[src/rtl/adc_scan_sched.sv]
// Channel scheduler above the SPI ADC frame engine: merges one-shot requests with a
// round-robin scan and re-tags results for the converter's one-frame address pipeline.
module adc_scan_sched #(
    parameter int unsigned GAP     = 2,
    parameter int unsigned TIMEOUT = 64
) (
    input  logic        iCLK,
    input  logic        iRST,
    input  logic        iRUN,
    input  logic [7:0]  iEN_MASK,
    input  logic [7:0]  iREQ,
    output logic        oSTART,
    output logic [2:0]  oCH,
    input  logic        iDONE,
    input  logic [11:0] iDATA,
    output logic        oVALID,
    output logic [2:0]  oVCH,
    output logic [11:0] oVDATA,
    output logic        oBUSY,
    output logic        oERR
);

    localparam int unsigned CNT_MAX = (TIMEOUT > GAP) ? TIMEOUT : GAP;
    localparam int unsigned CNT_W   = (CNT_MAX > 2) ? $clog2(CNT_MAX) : 1;

    typedef enum logic [1:0] {S_IDLE, S_ISSUE, S_WAIT, S_GAP} state_t;

    state_t             r_state, w_state_nxt;
    logic [CNT_W-1:0]   r_cnt;
    logic [7:0]         r_pend;
    logic [2:0]         r_ptr, r_ch, r_prev_ch, r_vch;
    logic               r_cur_valid, r_cur_pend, r_prev_valid;
    logic               r_start, r_busy, r_valid, r_err;
    logic [11:0]        r_vdata;

    logic               w_go, w_cnt_last, w_gap_last;
    logic               w_load_sel, w_done, w_tmo;
    logic [7:0]         w_clr, w_pend_all;
    logic [2:0]         w_pend_ch, w_scan_ch, w_sel_ch;
    logic               w_scan_hit, w_sel_valid, w_sel_pend;

    assign w_go       = (r_pend != 8'd0) || (iRUN && (iEN_MASK != 8'd0)) || r_prev_valid;
    assign w_cnt_last = (r_cnt == CNT_W'(TIMEOUT - 1));
    assign w_gap_last = (r_cnt == CNT_W'(GAP - 1));

    // State register
    always_ff @(posedge iCLK or negedge iRST) begin
        if (!iRST) r_state <= S_IDLE;
        else       r_state <= w_state_nxt;
    end

    // Next-state logic
    always_comb begin
        w_state_nxt = r_state;
        case (r_state)
            S_IDLE:  if (w_go) w_state_nxt = S_ISSUE;
            S_ISSUE: w_state_nxt = S_WAIT;
            S_WAIT:  if (iDONE || w_cnt_last) w_state_nxt = S_GAP;
            S_GAP:   if (w_gap_last) w_state_nxt = w_go ? S_ISSUE : S_IDLE;
            default: w_state_nxt = S_IDLE;
        endcase
    end

    // Control strobes decoded from state and inputs
    always_comb begin
        w_load_sel = 1'b0;
        w_done     = 1'b0;
        w_tmo      = 1'b0;
        w_clr      = 8'd0;
        if ((r_state == S_IDLE || r_state == S_GAP) && w_state_nxt == S_ISSUE)
            w_load_sel = 1'b1;
        if (r_state == S_WAIT) begin
            w_done = iDONE;
            w_tmo  = !iDONE && w_cnt_last;
        end
        if (r_state == S_ISSUE && r_cur_pend)
            w_clr = 8'd1 << r_ch;
    end

    // Channel selection; pend|iREQ is the pending set that will be visible in ISSUE
    always_comb begin
        w_pend_all = r_pend | iREQ;
        w_pend_ch  = 3'd0;
        for (int i = 7; i >= 0; i--)
            if (w_pend_all[i]) w_pend_ch = 3'(i);
        w_scan_hit = 1'b0;
        w_scan_ch  = r_ptr;
        for (int i = 1; i <= 8; i++) begin
            if (!w_scan_hit && iEN_MASK[3'(int'(r_ptr) + i)]) begin
                w_scan_hit = 1'b1;
                w_scan_ch  = 3'(int'(r_ptr) + i);
            end
        end
        w_sel_ch    = r_prev_ch;
        w_sel_valid = 1'b0;
        w_sel_pend  = 1'b0;
        if (w_pend_all != 8'd0) begin
            w_sel_ch    = w_pend_ch;
            w_sel_valid = 1'b1;
            w_sel_pend  = 1'b1;
        end else if (iRUN && w_scan_hit) begin
            w_sel_ch    = w_scan_ch;
            w_sel_valid = 1'b1;
        end
    end

    always_ff @(posedge iCLK or negedge iRST) begin
        if (!iRST) begin
            r_cnt        <= '0;
            r_pend       <= 8'd0;
            r_ptr        <= 3'd7;
            r_ch         <= 3'd0;
            r_cur_valid  <= 1'b0;
            r_cur_pend   <= 1'b0;
            r_prev_ch    <= 3'd0;
            r_prev_valid <= 1'b0;
            r_start      <= 1'b0;
            r_busy       <= 1'b0;
            r_valid      <= 1'b0;
            r_vch        <= 3'd0;
            r_vdata      <= 12'd0;
            r_err        <= 1'b0;
        end else begin
            r_pend  <= (r_pend & ~w_clr) | iREQ;
            r_start <= (w_state_nxt == S_ISSUE);
            r_busy  <= (w_state_nxt != S_IDLE);
            if (r_state != w_state_nxt)
                r_cnt <= '0;
            else if (r_state == S_WAIT || r_state == S_GAP)
                r_cnt <= r_cnt + CNT_W'(1);
            if (w_load_sel) begin
                r_ch        <= w_sel_ch;
                r_cur_valid <= w_sel_valid;
                r_cur_pend  <= w_sel_pend;
                if (w_sel_valid && !w_sel_pend) r_ptr <= w_sel_ch;
            end
            // Result of this frame belongs to the channel addressed one frame earlier
            r_valid <= w_done && r_prev_valid;
            if (w_done && r_prev_valid) begin
                r_vch   <= r_prev_ch;
                r_vdata <= iDATA;
            end
            if (w_done) begin
                r_prev_ch    <= r_ch;
                r_prev_valid <= r_cur_valid;
            end
            if (w_tmo) begin
                r_prev_valid <= 1'b0;
                r_err        <= 1'b1;
            end
        end
    end

    assign oSTART = r_start;
    assign oCH    = r_ch;
    assign oVALID = r_valid;
    assign oVCH   = r_vch;
    assign oVDATA = r_vdata;
    assign oBUSY  = r_busy;
    assign oERR   = r_err;

endmodule

[config.mk]
export PLATFORM = sky130hd
export DESIGN_NAME = adc_scan_sched
export DESIGN_NICKNAME = d
export VERILOG_FILES = /design/src/rtl/adc_scan_sched.sv
export SDC_FILE = /design/constraint.sdc
export NUM_CORES = 1
export LEC_CHECK = 0
export ABC_AREA = 1
export ABC_CLOCK_PERIOD_IN_PS = 2300
export CORE_MARGIN = 2
export CORE_UTILIZATION = 45
export CTS_BUF_LIST = sky130_fd_sc_hd__clkbuf_8
export CTS_CLUSTER_SIZE = 8
export DETAILED_ROUTE_END_ITERATION = 6
export PLACE_DENSITY = 0.72
export SYNTH_ARGS = -nofsm -noshare
export SYNTH_HDL_FRONTEND = slang
export SYNTH_SLANG_ARGS = --single-unit
export TNS_END_PERCENT = 50
[constraint.sdc]
create_clock -name iCLK -period 2.3 [get_ports iCLK]
set_clock_uncertainty 0.1 [all_clocks]
set_input_delay 0.575 -clock iCLK [delete_from_list [all_inputs] [get_ports iCLK]]
set_output_delay 0.575 -clock iCLK [all_outputs]
set_load 0.05 [all_outputs]
[Yosys cells after proc, flatten, opt, wreduce, memory -nomap -nowiden]
Index checks and enable logic that the tools add are counted.
W data, S select, Z words.
Operators by class
  $add $sub $neg: 9
  order comparisons: 8
  equal/unequal tests: 7
  shift-type cells: 1
  mux-type cells: 66
  bitwise logic cells: 4
  reduce and logical (&&, ||, !) cells: 36
Operator list (count)
  $mux W3: 18
  $lt A3 B5 Y1 const B: 8
  $mux W1: 33
  $bmux W1 S3: 8
  $reduce_bool A8 Y1: 3
  $or A8 B8 Y8: 2
  $logic_and A1 B1 Y1: 14
  $add A3 B3 Y3 const B: 4
  $mux W6: 2
  $logic_not A1 Y1: 9
  $and A8 B8 Y8: 1
  $mux W8: 1
  $not A8 Y8: 1
  $pmux W2 S4: 1
  $shl A1 B3 Y8 const A: 1
  $add A3 B1 Y3 const B: 2
  $add A3 B2 Y3 const B: 2
  $add A6 B1 Y6 const B: 1
  $eq A6 B1 Y1 const B: 1
  $eq A6 B6 Y1 const B: 1
  $mux W2: 3
  $reduce_bool A2 Y1: 3
  $logic_or A1 B1 Y1: 5
  $eq A2 B1 Y1 const B: 2
  other kinds (4): 5
Word-level totals
  flip-flop bits (word level): 47

[Logic depth before layout (Yosys ltp)]
  depth in word-level cells: 31
  depth in mapped cells: 21
  gate-level depth less buffers: 20

[Worst setup path before layout]
Ideal clock, no wire load.
  kind: register to register
  start point: reg r_ptr[0]
  end point: reg r_ch[1], in the netlist oCH[1]
  library setup time: 0.118 ns
  arrival time: 2.184 ns
  data required time: 2.082 ns
  path slack: -0.103 ns
  stages on the path, launching flop included: 18
  path through: dfstp_2 inv_2 ha_1 buf_4 inv_2 nand3_1 nand3_2 nand2_4 nor2_8 nand4_4 nor2_4 nand3_2 o21bai_1 inv_1 nand2_1 nand2_1 nand2_1 nand2_1
On the way
  cells in the longest elaborated chain, start to end: 29
  elaborated cells on any way between the ends: 65
Ends and longest elaborated chain
  start, declared: line 31  | logic [2:0] r_ptr, r_ch, r_prev_ch, r_vch;
  start signal, assigned: line 135  | if (w_sel_valid && !w_sel_pend) r_ptr <= w_sel_ch;
  $add A3 B1 Y3: line 89, 91
  $bmux W1 S3: line 89  | if (!w_scan_hit && iEN_MASK[3'(int'(r_ptr) + i)]) begin
  $mux W1 (not written as such) (2 in series): line 89
  $mux W1: line 89
  $logic_not A1 Y1: line 89
  $logic_and A1 B1 Y1: line 89
  $mux W1: line 89
  $logic_not A1 Y1: line 89
  [12 not listed]
  $logic_and A1 B1 Y1: line 89
  $mux W1: line 89
  $logic_not A1 Y1: line 89
  $logic_and A1 B1 Y1: line 89
  $mux W1: line 89
  $logic_and A1 B1 Y1: line 101  | end else if (iRUN && w_scan_hit) begin
  $mux W3 *: line 101
  $mux W3 *: line 97  | if (w_pend_all != 8'd0) begin
  end signal, assigned: line 132  | r_ch <= w_sel_ch;
  end, declared: line 31
Every way passes the cells marked *; elsewhere a longest branch is shown, timed or not. The select of a mux whose other input is x is not followed.
A chain may end at the register's enable or synchronous reset.

[Worst setup path after layout]
Ends and elaborated chain as after synthesis.

==> run_results.csv <==
group,metric,value,unit
die,rows,30,
die,dieArea,0.00768,mm²
global_route,grt_max_degree,48,
layout,antenna_cells,0,
routing,viasPerCell,4.85,
setup_path,critPathKind,"register to register",
synthesis,syn_nets,472,
setup_path,end_kind,"register",
synthesis,synth_area_leaders,"dfrtp_1, nand2_1, nand3_1",
clock_tree,ctsHtreeMaxLevel,2,
timing,rsz0062_at_grt,"true",
clock_tree,clock_path_buffers,2,
synthesis,async_reset_ff_share,100,%
global_route,grt_util_all_layers,21.1,%
clock_tree,numCtsBuffers,5,
placed_design,dp_hpwl,5.84,mm
pwr,leakage,2.05,nW
setup_path,reg2regPathDepth,18,
synthesis,ys_seq_area_share,37.5,%
timing,fin_crit_sh,103,%
pwr,p_total,3.50,mW
global_route,antenna_found_initial,0,
timing,drv_slew,0,
synthesis,synth.cell_area,0.00315,mm²
synthesis,yosysMostFrequentCell,"nand2_1",
die,die_y,87.6,µm
synthesis,yosys.area.top_type_share,35.0,%
routing,vias,3021,
layout,ff_latch_area,0.00118,mm²
clock_tree,clk_pin_slew_worst_paths,0.09,ns
layout,multiInputGateArea,0.00179,mm²
layout,fill_cells,600,
clock_tree,cts_root_buf,"clkbuf_8",
timing,tightest_slew,0.515,ns
clock_tree,clock-sinks,47,
synthesis,ys_ff_latch,47,
layout,nets,566,
synthesis,avgSynthCellArea,7.28,µm²
setup_path,startpoint_type,"register",
placed_design,dpl-instance-area,0.00406,mm²
pwr,peakVddDrop,0.658,mV
routing,wl_per_cell,12.0,µm
synthesis,synth-edff-count,0,
layout,area_growth,35.2,%
global_route,grt_pass1_wl,12.8,mm
global_route,grt_pass1_vias,2908,
setup_path,required,2.41,ns
timing,timing.final.ws_setup,-0.0671,ns
global_route,met3_usage,4.15,%
synthesis,yosysWarningCount,0,
clock_tree,clock_latency,0.31,ns
clock_tree,postCtsHoldBufs,0,
synthesis,netlist_top_cells_count,"nand2_1, dfrtp_1, inv_1",
synthesis,yosys.area.top_type,"dfrtp_1",
global_route,grt-ovfl-total,0,
global_route,top_usage_layer,"met2",
routing,drc,0,
global_route,grt_use_met2,35.8,%
synthesis,synthCells,432,
job,maxCapViolCount,0,
synthesis,ys.flop_type,"dfrtp_1",
die,core_area,0.00679,mm²
routing,drtIter0Drc,138,
setup_path,critical_path.max_fanout,6,
timing,setup_viol,6,
setup_path,crit_arrival,2.48,ns
clock_tree,cts_tree,"yes",
timing,min_period,2.37,ns
placed_design,post-place-ws,-0.308,ns
routing,drt_wl_total,7.50,mm
min_path,hp-class,"primary input to asynchronous set/reset pin",
placed_design,gp_congestion,0.879,
layout,drive_gt1_share,22.2,%
die,io_pins,54,
timing,slew_headroom,65.6,%
timing,fmax,422,MHz
run_status,failed_checks,"negative setup slack",
global_route,grtUsageMet1,26.9,%
placed_design,port_buffers,53,
synthesis,synth_cell_types,38,
pwr,pwr_density_cell,823,mW/mm²
routing,firstDrtPassIters,4,
layout,stdcell_area,0.00426,mm²
run_status,status,"complete, but fails checks",
timing,hold_violations,0,
die,initial_utilization,46.3,%
routing,antenna_left,0,
die,fp.dieW,87.6,µm
==> flip-flops by register name (all words and copies together) (netlist names), 2 cells and up <==
register / flops
oCH: 3
oVCH: 3
oVDATA: 12
r_cnt: 6
r_pend: 8
r_prev_ch: 3
r_ptr: 3
r_state: 2
==> logic make-up after synthesis <==
family / Yosys count / share of synthesized area, %
AOI/OAI and AO/OA: 37 / 7.32
adders and majority gates: 8 / 3.18
DFF: 47 / 37.5
and+or+nand+nor: 273 / 41.6
buffers and inverters: 61 / 8.15
xor gates and xnor gates: 6 / 2.27
==> repair_timing <==
item                       CTS  global route
setup endpoints to repair    6            13
pin swaps                   12             7
setup buffers                3             1
gates resized for setup      5             9
==> where the power goes <==
group / switching, mW / internal [mW] / leakage (nW)
Sequential: 0.121 / 1.01 / 0.561
Clock: 0.287 / 0.324 / 0.0581
Combinational: 1.13 / 0.627 / 1.43
==> placed cells by master (no fill, tap or decap), types with 2 or more instances in the layout <==
cell and n:
a21oi_1 14, buf_4 41, clkbuf_8 5, clkdlybuf4s50_1 50, dfrtp_1 44, dfstp_2 3
ha_1 7, inv_1 42, inv_2 9, inv_4 2, inv_6 2, nand2_1 148
nand2_2 12, nand2_4 6, nand3_1 29, nand3_2 13, nand4_1 6, nand4_4 2
nor2_1 39, nor2_2 4, nor2_4 2, nor2_8 2, nor3_1 7, o21ai_0 10
o21ai_1 4, o21ai_2 2, xnor2_1 2, xor2_1 3
==> routing by layer <==
| layer | up-vias | share of wire [%] |
|---|---|---|
| li1 | 1550 | - |
| met3 | 14 | 3.9 |
| met5 | - | 0 |
| met1 | 1394 | 44 |
| met2 | 63 | 51 |
| met4 | 0 | 1.9 |
==> critical path, stage by stage, from the launching register on <==
cell	delay, ns
dfstp_2	0.59
inv_4	0.05
ha_4	0.28
inv_6	0.09
nand3_2	0.08
nand2_4	0.10
nand2_2	0.07
nand2_4	0.12
nand3_4	0.09
nor2_8	0.13
nand4_4	0.10
nand2_1	0.09
inv_1	0.04
nand2_1	0.06
nand2_1	0.05
nand2_1	0.05
nand2_1	0.07
nand2_1	0.06
nand2_1	0.05
==> layout make-up <==
class	instances	share of cell area (%)
Multi-Input combinational cell	324	42.0
Sequential cell	47	27.7
Timing Repair Buffer	93	19.6
Inverter	55	5.20
Tap cell	96	2.82
Clock buffer	5	1.62
Clock inverter	3	1.03
==> final timing paths <==
kind | startpoint | end | slack, ns
max reg2reg | r_ptr[0] | oCH[1] | -0.07
max in group asynchronous | iRST | r_ptr[1] | 1.68
min | iRST | r_pend[3] | 0.13
min in group iCLK | oVCH[0] | oVCH[0] | 0.38
max | r_ptr[0] | oCH[1] | -0.07
min reg2reg | oVCH[0] | oVCH[0] | 0.38
==> through the flow <==
step | TNS, ns | hold slack, ns | instances | utilization (%)
after floorplan | 0 | 0.179 | 432 | -
after global placement | -2.44 | 0.355 | 611 | 59.7
after detailed placement | -3.05 | 0.357 | 611 | 59.7
after CTS | -0.213 | 0.136 | 622 | 61.9
after global routing | -1.30 | 0.129 | 623 | 62.6
final | -0.232 | 0.125 | 623 | 62.6
Note: power is estimated with default switching activity, not from simulation.
